File: src/rtl/lsu_mem_stage.sv
// lsu_mem_stage: MEM-stage load/store unit.
// Runs req/gnt/rvalid bus accesses, extends loads, stalls the pipe.
module lsu_mem_stage #(
  parameter int TIMEOUT = 255,
  parameter int CNT_W   = 8
) (
  input  logic        clk,
  input  logic        rst,
  input  logic        op_valid,
  input  logic [3:0]  mem_w,
  input  logic        mem_rd,
  input  logic [31:0] addr,
  input  logic [31:0] wdata,
  output logic        stall,
  output logic        done,
  output logic        load_valid,
  output logic [31:0] load_data,
  output logic        misalign,
  output logic        err,
  output logic        dmem_req,
  output logic        dmem_we,
  output logic [31:0] dmem_addr,
  output logic [3:0]  dmem_be,
  output logic [31:0] dmem_wdata,
  input  logic        dmem_gnt,
  input  logic        dmem_rvalid,
  input  logic [31:0] dmem_rdata
);

  typedef enum logic [1:0] {
    S_IDLE,
    S_REQ,
    S_WAIT,
    S_RESP
  } state_t;

  localparam int TLAST = (TIMEOUT == 0) ? 0 : TIMEOUT - 1;
  localparam logic [CNT_W-1:0] CNT_LAST = CNT_W'(TLAST);

  state_t           r_state;
  logic [CNT_W-1:0] r_cnt;
  logic             r_req;
  logic             r_we;
  logic [31:0]      r_addr;
  logic [3:0]       r_be;
  logic [31:0]      r_wdata;
  logic [2:0]       r_f3;
  logic [1:0]       r_off;
  logic             r_done;
  logic             r_lvalid;
  logic [31:0]      r_ldata;
  logic             r_err;

  logic [2:0]  w_f3;
  logic        w_st;
  logic        w_can;
  logic        w_req;
  logic        w_legal;
  logic        w_mis;
  logic        w_acc;
  logic        w_bad;
  logic        w_tmo;
  logic [3:0]  w_be;
  logic [31:0] w_wdata;
  logic [7:0]  w_byte;
  logic [15:0] w_half;
  logic [31:0] w_ldata;

  assign w_f3  = mem_w[3:1];
  assign w_st  = mem_w[0];
  assign w_can = (r_state == S_IDLE) || (r_state == S_RESP);
  assign w_req = op_valid && (mem_rd ^ w_st);

  // funct3 legality: unsigned variants exist only for loads
  always_comb begin
    w_legal = 1'b0;
    unique case (w_f3)
      3'b000, 3'b001, 3'b010: w_legal = 1'b1;
      3'b100, 3'b101:         w_legal = mem_rd;
      default:                w_legal = 1'b0;
    endcase
  end

  // natural alignment by access size
  always_comb begin
    w_mis = 1'b0;
    unique case (w_f3[1:0])
      2'b01:   w_mis = addr[0];
      2'b10:   w_mis = |addr[1:0];
      default: w_mis = 1'b0;
    endcase
  end

  assign w_acc = w_can && w_req && w_legal && !w_mis;
  assign w_bad = w_can && op_valid &&
                 ((mem_rd && w_st) || (w_req && !w_legal));
  assign w_tmo = (TIMEOUT != 0) && (r_cnt == CNT_LAST);

  // byte enables and lane-replicated store data
  always_comb begin
    w_be    = 4'b1111;
    w_wdata = wdata;
    unique case (w_f3[1:0])
      2'b00: begin
        w_be    = 4'b0001 << addr[1:0];
        w_wdata = {4{wdata[7:0]}};
      end
      2'b01: begin
        w_be    = 4'b0011 << addr[1:0];
        w_wdata = {2{wdata[15:0]}};
      end
      default: ;
    endcase
  end

  assign w_byte = dmem_rdata[{r_off, 3'b000} +: 8];
  assign w_half = dmem_rdata[{r_off[1], 4'b0000} +: 16];

  // lane select and sign/zero extension of returned data
  always_comb begin
    w_ldata = dmem_rdata;
    unique case (r_f3)
      3'b000:  w_ldata = {{24{w_byte[7]}}, w_byte};
      3'b001:  w_ldata = {{16{w_half[15]}}, w_half};
      3'b100:  w_ldata = {24'd0, w_byte};
      3'b101:  w_ldata = {16'd0, w_half};
      default: ;
    endcase
  end

  // bus transaction FSM with registered bus and response outputs
  always_ff @(posedge clk) begin
    if (rst) begin
      r_state  <= S_IDLE;
      r_cnt    <= '0;
      r_req    <= 1'b0;
      r_we     <= 1'b0;
      r_addr   <= '0;
      r_be     <= '0;
      r_wdata  <= '0;
      r_f3     <= '0;
      r_off    <= '0;
      r_done   <= 1'b0;
      r_lvalid <= 1'b0;
      r_ldata  <= '0;
      r_err    <= 1'b0;
    end else begin
      r_done   <= 1'b0;
      r_lvalid <= 1'b0;
      r_err    <= w_bad;
      unique case (r_state)
        S_IDLE, S_RESP: begin
          if (w_acc) begin
            r_state <= S_REQ;
            r_cnt   <= '0;
            r_req   <= 1'b1;
            r_we    <= w_st;
            r_addr  <= {addr[31:2], 2'b00};
            r_be    <= w_be;
            r_wdata <= w_wdata;
            r_f3    <= w_f3;
            r_off   <= addr[1:0];
          end else begin
            r_state <= S_IDLE;
          end
        end
        S_REQ: begin
          if (dmem_gnt) begin
            r_req   <= 1'b0;
            r_cnt   <= r_cnt + 1'b1;
            r_state <= r_we ? S_RESP : S_WAIT;
            r_done  <= r_we;
          end else if (w_tmo) begin
            r_req   <= 1'b0;
            r_state <= S_IDLE;
            r_err   <= 1'b1;
          end else begin
            r_cnt <= r_cnt + 1'b1;
          end
        end
        S_WAIT: begin
          if (dmem_rvalid) begin
            r_state  <= S_RESP;
            r_ldata  <= w_ldata;
            r_done   <= 1'b1;
            r_lvalid <= 1'b1;
          end else if (w_tmo) begin
            r_state <= S_IDLE;
            r_err   <= 1'b1;
          end else begin
            r_cnt <= r_cnt + 1'b1;
          end
        end
        default: r_state <= S_IDLE;
      endcase
    end
  end

  assign stall      = (r_state == S_REQ) || (r_state == S_WAIT) || w_acc;
  assign misalign   = w_can && w_req && w_legal && w_mis;
  assign done       = r_done;
  assign load_valid = r_lvalid;
  assign load_data  = r_ldata;
  assign err        = r_err;
  assign dmem_req   = r_req;
  assign dmem_we    = r_we;
  assign dmem_addr  = r_addr;
  assign dmem_be    = r_be;
  assign dmem_wdata = r_wdata;

endmodule

File: config.mk
export PLATFORM = sky130hd
export DESIGN_NAME = lsu_mem_stage
export DESIGN_NICKNAME = d
export VERILOG_FILES = /design/src/rtl/lsu_mem_stage.sv
export SDC_FILE = /design/constraint.sdc
export NUM_CORES = 1
export LEC_CHECK = 0
export ABC_AREA = 1
export BUFFER_PORTS_ARGS = -buffer_cell sky130_fd_sc_hd__buf_2
export CORE_AREA = 2 2 107 109
export DETAILED_ROUTE_END_ITERATION = 12
export DIE_AREA = 0 0 109 111
export PLACE_DENSITY_LB_ADDON = 0.05
export SLEW_MARGIN = 20
export SYNTH_ARGS = -nofsm -noshare
export SYNTH_HDL_FRONTEND = slang
export SYNTH_SLANG_ARGS = --single-unit
File: constraint.sdc
create_clock -name clk -period 4.6 [get_ports clk]
set_input_delay 0.46 -clock clk [delete_from_list [all_inputs] [get_ports clk]]
set_output_delay 0.46 -clock clk [all_outputs]
set_load 0.01 [all_outputs]
==> results.md <==
- Root buffer cell: clkbuf_16
- Outcome: finished, final reports clean
- Final Core Density: roughly two thirds
- Total GRT Usage: 27.8%
- Worst Setup Path Type: in -> out
- CP required: 4.14 ns
- Max Cap Viol: 0
- Cell Rows: 39
- Internal power: 0.00215 W
- Initial DRT Pass Iterations: 5
- CP Buf/Inv Count: 5
- Reg clk slew, reported paths: about 0.06 ns
- Post-synth top area cell: dfxtp_1
- Slew HR: 38.3%
- Top cell type's share of synthesized area: 41.6%
- CP most frequent cell: nand2_1
- Cell Pwr Density: between 300 and 400 mW/mm²
- Post-Route WL: about 17000 µm
- Mapped Area: between 0.005 and 0.006 mm²
- Share of cells above drive strength 1: between 20% and 30%
- Hold WC Path Type: in -> reg
- Worst reg2reg startpoint: r_state[0]
- CORE AREA: 0.0111 mm²
- Clock power share: a little over 50%
- Cts bufs inserted: 17
- Gate Count Post-Synth: 800
- CP Launch Type: primary input
- CP startpoint: mem_w[1]
- Flop pwr share: between 30% and 40%
- Max incr delay on CP: 0.52 ns
- Area after DPL: 0.00671 mm²
- Post-DP HPWL: approximately 12000 µm
- Setup-failing EPs final: 0
- Clk sinks: 118
- Layout net count: 1102
- Initial DRC Count: 425
- Initial antenna violation count: 1
- Synth area leaders: dfxtp_1 42%, nand2_1 10%, a21oi_1 10%
- # H-tree levels: 4
- Final Max Slew Viols: 0
- CTS Hold Bufs: 0
- Final Skew: 0.00594 ns
- Delay-heaviest family, CP: buffers and inverters
- CTS tree: built
- Cell Chain, Critical Path: buf_2 > inv_1 > ha_1 > inv_2 > nand2_1 > nand2_1 > nand2_2 > nand3_4 > buf_4 > nand2_1 > buf_2
- Initial cell density of the core: around half
- RSZ-0062 raised after global routing: false
- Number of enable flip-flop cells after synthesis: 0
- Sw frac: 24.0%
- CTS resizes: 0
- Post-synth top cells: 153 x nand2_1, 118 x dfxtp_1, 114 x a21oi_1
- Vias in the first global route: 5422
- Asr flop ratio synth: 0%
- Filler Cell Count: 1045
- Final ANT Viol Nets: 0
- IO Pins: 213
- WL per Instance: 14.5 µm
- Multi-input logic area: 0.00278 mm²
- Die area: 0.0121 mm²
- Leak: 3.58 nW
- Final Hold Viols: 0
- Crit path max-delay cell type: buf_4
- Worst hold start: addr[19]
- Net Switching: 0.000677 W
- Synth Register Bits: 118
- DRC errors left: 0
- Crit path time final: 3.03 ns
- DR vias/cell: about 5.2
- Placer Congestion: 0.829
- Critical-path maximum fanout: 61
- Vias: between 5k and 6k
- Crit end category: output port
- Top-count cell post-synth: nand2_1
- Max VDD drop: approximately 0.33 mV
- Top_reg_cell synth: dfxtp_1
- Setup TNS: 0 ns
- Largest net degree at the start of global routing: 75
- Worst skew pair latency: a little over 0.4 ns
- Area growth syn-to-layout: 29.7%
- FF+latch area: 0.00236 mm²
- Final Cycle Share: 65.9%
- Library cells used by synthesis: 31
- Combinational fraction of design power: between 10 and 15%
- Post-CTS setup repair buffer count: 0
- Grt total ovfl: 0
- Worst-Margin Slew: 0.925 ns
- Post-synthesis sequential area ratio: 41.6%
- Number of I/O port buffers: 210
- Synth warn: 0
- Chip width: between 100 and 150 µm
- Clock buffer depth: 2
- Final instance area: ~0.0074 mm²
- Max Fclk: 0.330 GHz
- CP arrival: approximately 2.6 ns
- Post-synthesis area per instance: 7.10 µm²
- First-pass GRT wire length: 26600 µm
- Die height: 111 µm
-- sequential cells by signal, indices dropped and copies added (netlist names) --
name and count:
dmem_wdata 32, load_data 32, dmem_addr 30, r_cnt 8, dmem_be 4, r_f3 3, r_off 2, r_state 2
dmem_req 1, dmem_we 1, done 1, err 1, load_valid 1
-- layer usage --
| metal | vias up | wire length [µm] | GRT usage [%] |
|---|---|---|---|
| met5 | - | 0 | 0 |
| met4 | 0 | 216 | 8.55 |
| met3 | 20 | 1340 | 8.88 |
| met2 | 233 | 7880 | 43.9 |
| met1 | 2686 | 7160 | 36.1 |
| li1 | 3030 | - | - |
-- worst paths after layout --
| path | endpoint | slack, ns | cells past startpoint |
|---|---|---|---|
| max | stall | 1.57 | 11 |
| min | dmem_addr[19] | 0.29 | 3 |
| max reg2reg | r_off[0] | 2.04 | 9 |
| min reg2reg | dmem_wdata[0] | 0.46 | 2 |
-- per-stage QoR --
step	total power, W	hold slack (ns)	std cells	worst slack (ns)
6_report	0.00282	0.290	1145	1.57
5_1_grt	0.00293	0.282	1145	1.37
4_1_cts	0.00284	0.276	1144	1.60
3_5_place_dp	0.00138	0.455	1112	1.59
3_3_place_gp	0.00138	0.451	1112	1.67
2_1_floorplan	0.00126	0.459	801	2.79
-- power by group through the flow --
| stage | Sequential, W | Combinational (W) | Clock (W) |
|---|---|---|---|
| after floorplan | 0.00110 | 0.000161 | 0 |
| after global placement | 0.00110 | 0.000283 | 0 |
| after detailed placement | 0.00110 | 0.000285 | 0 |
| after CTS | 0.00108 | 0.000286 | 0.00148 |
| after global routing | 0.00108 | 0.000318 | 0.00153 |
| final | 0.00108 | 0.000288 | 0.00146 |
-- worst register-to-register path: cells and delay by family (launching register included) --
family,cells,cell delay [ns]
adder cells (fa/ha/maj),1,0.37
buffers and inverters,4,1.13
AO/OA/AOI/OAI,2,0.26
AND/OR/NAND/NOR,2,0.38
flip-flops,1,0.35
-- final cells by class --
| class | count | area share, % |
|---|---|---|
| Clock buffer | 20 | 6.20 |
| Sequential cell | 118 | 32.1 |
| Tap cell | 143 | 2.43 |
| Antenna cell | 1 | 0.0340 |
| Inverter | 77 | 3.93 |
| Timing Repair Buffer | 216 | 14.9 |
| Multi-Input combinational cell | 558 | 37.7 |
| Clock inverter | 12 | 2.70 |
-- cells by family (layout without fill, tap and decap cells) --
logic type | Yosys count | in the layout | share of synthesized area (%)
compound gates | 242 | 242 | 23.8
other cells | 1 | 3 | 0.0661
fa+ha+maj | 8 | 8 | 1.76
simple gates | 306 | 306 | 23.3
flops | 118 | 118 | 41.6
buf+inv | 125 | 325 | 9.50
-- cells in the final DEF, fill, tap and decap left out, types with 2 or more instances in the layout --
cell type	instances
clkinv_2	3
conb_1	2
inv_2	2
o21ai_0	82
a31oi_1	4
buf_2	210
dfxtp_1	118
nand2_2	22
o22ai_1	3
inv_1	74
a21oi_2	20
clkinv_4	2
ha_1	8
nor2_1	69
a22o_1	5
o211ai_1	13
nand3_1	32
clkbuf_16	17
buf_4	6
or2_2	5
nand2_1	153
nor3_1	11
nand4_1	10
clkbuf_8	2
a21oi_1	114
bufinv_16	5
(Power assumes the default switching activity.)
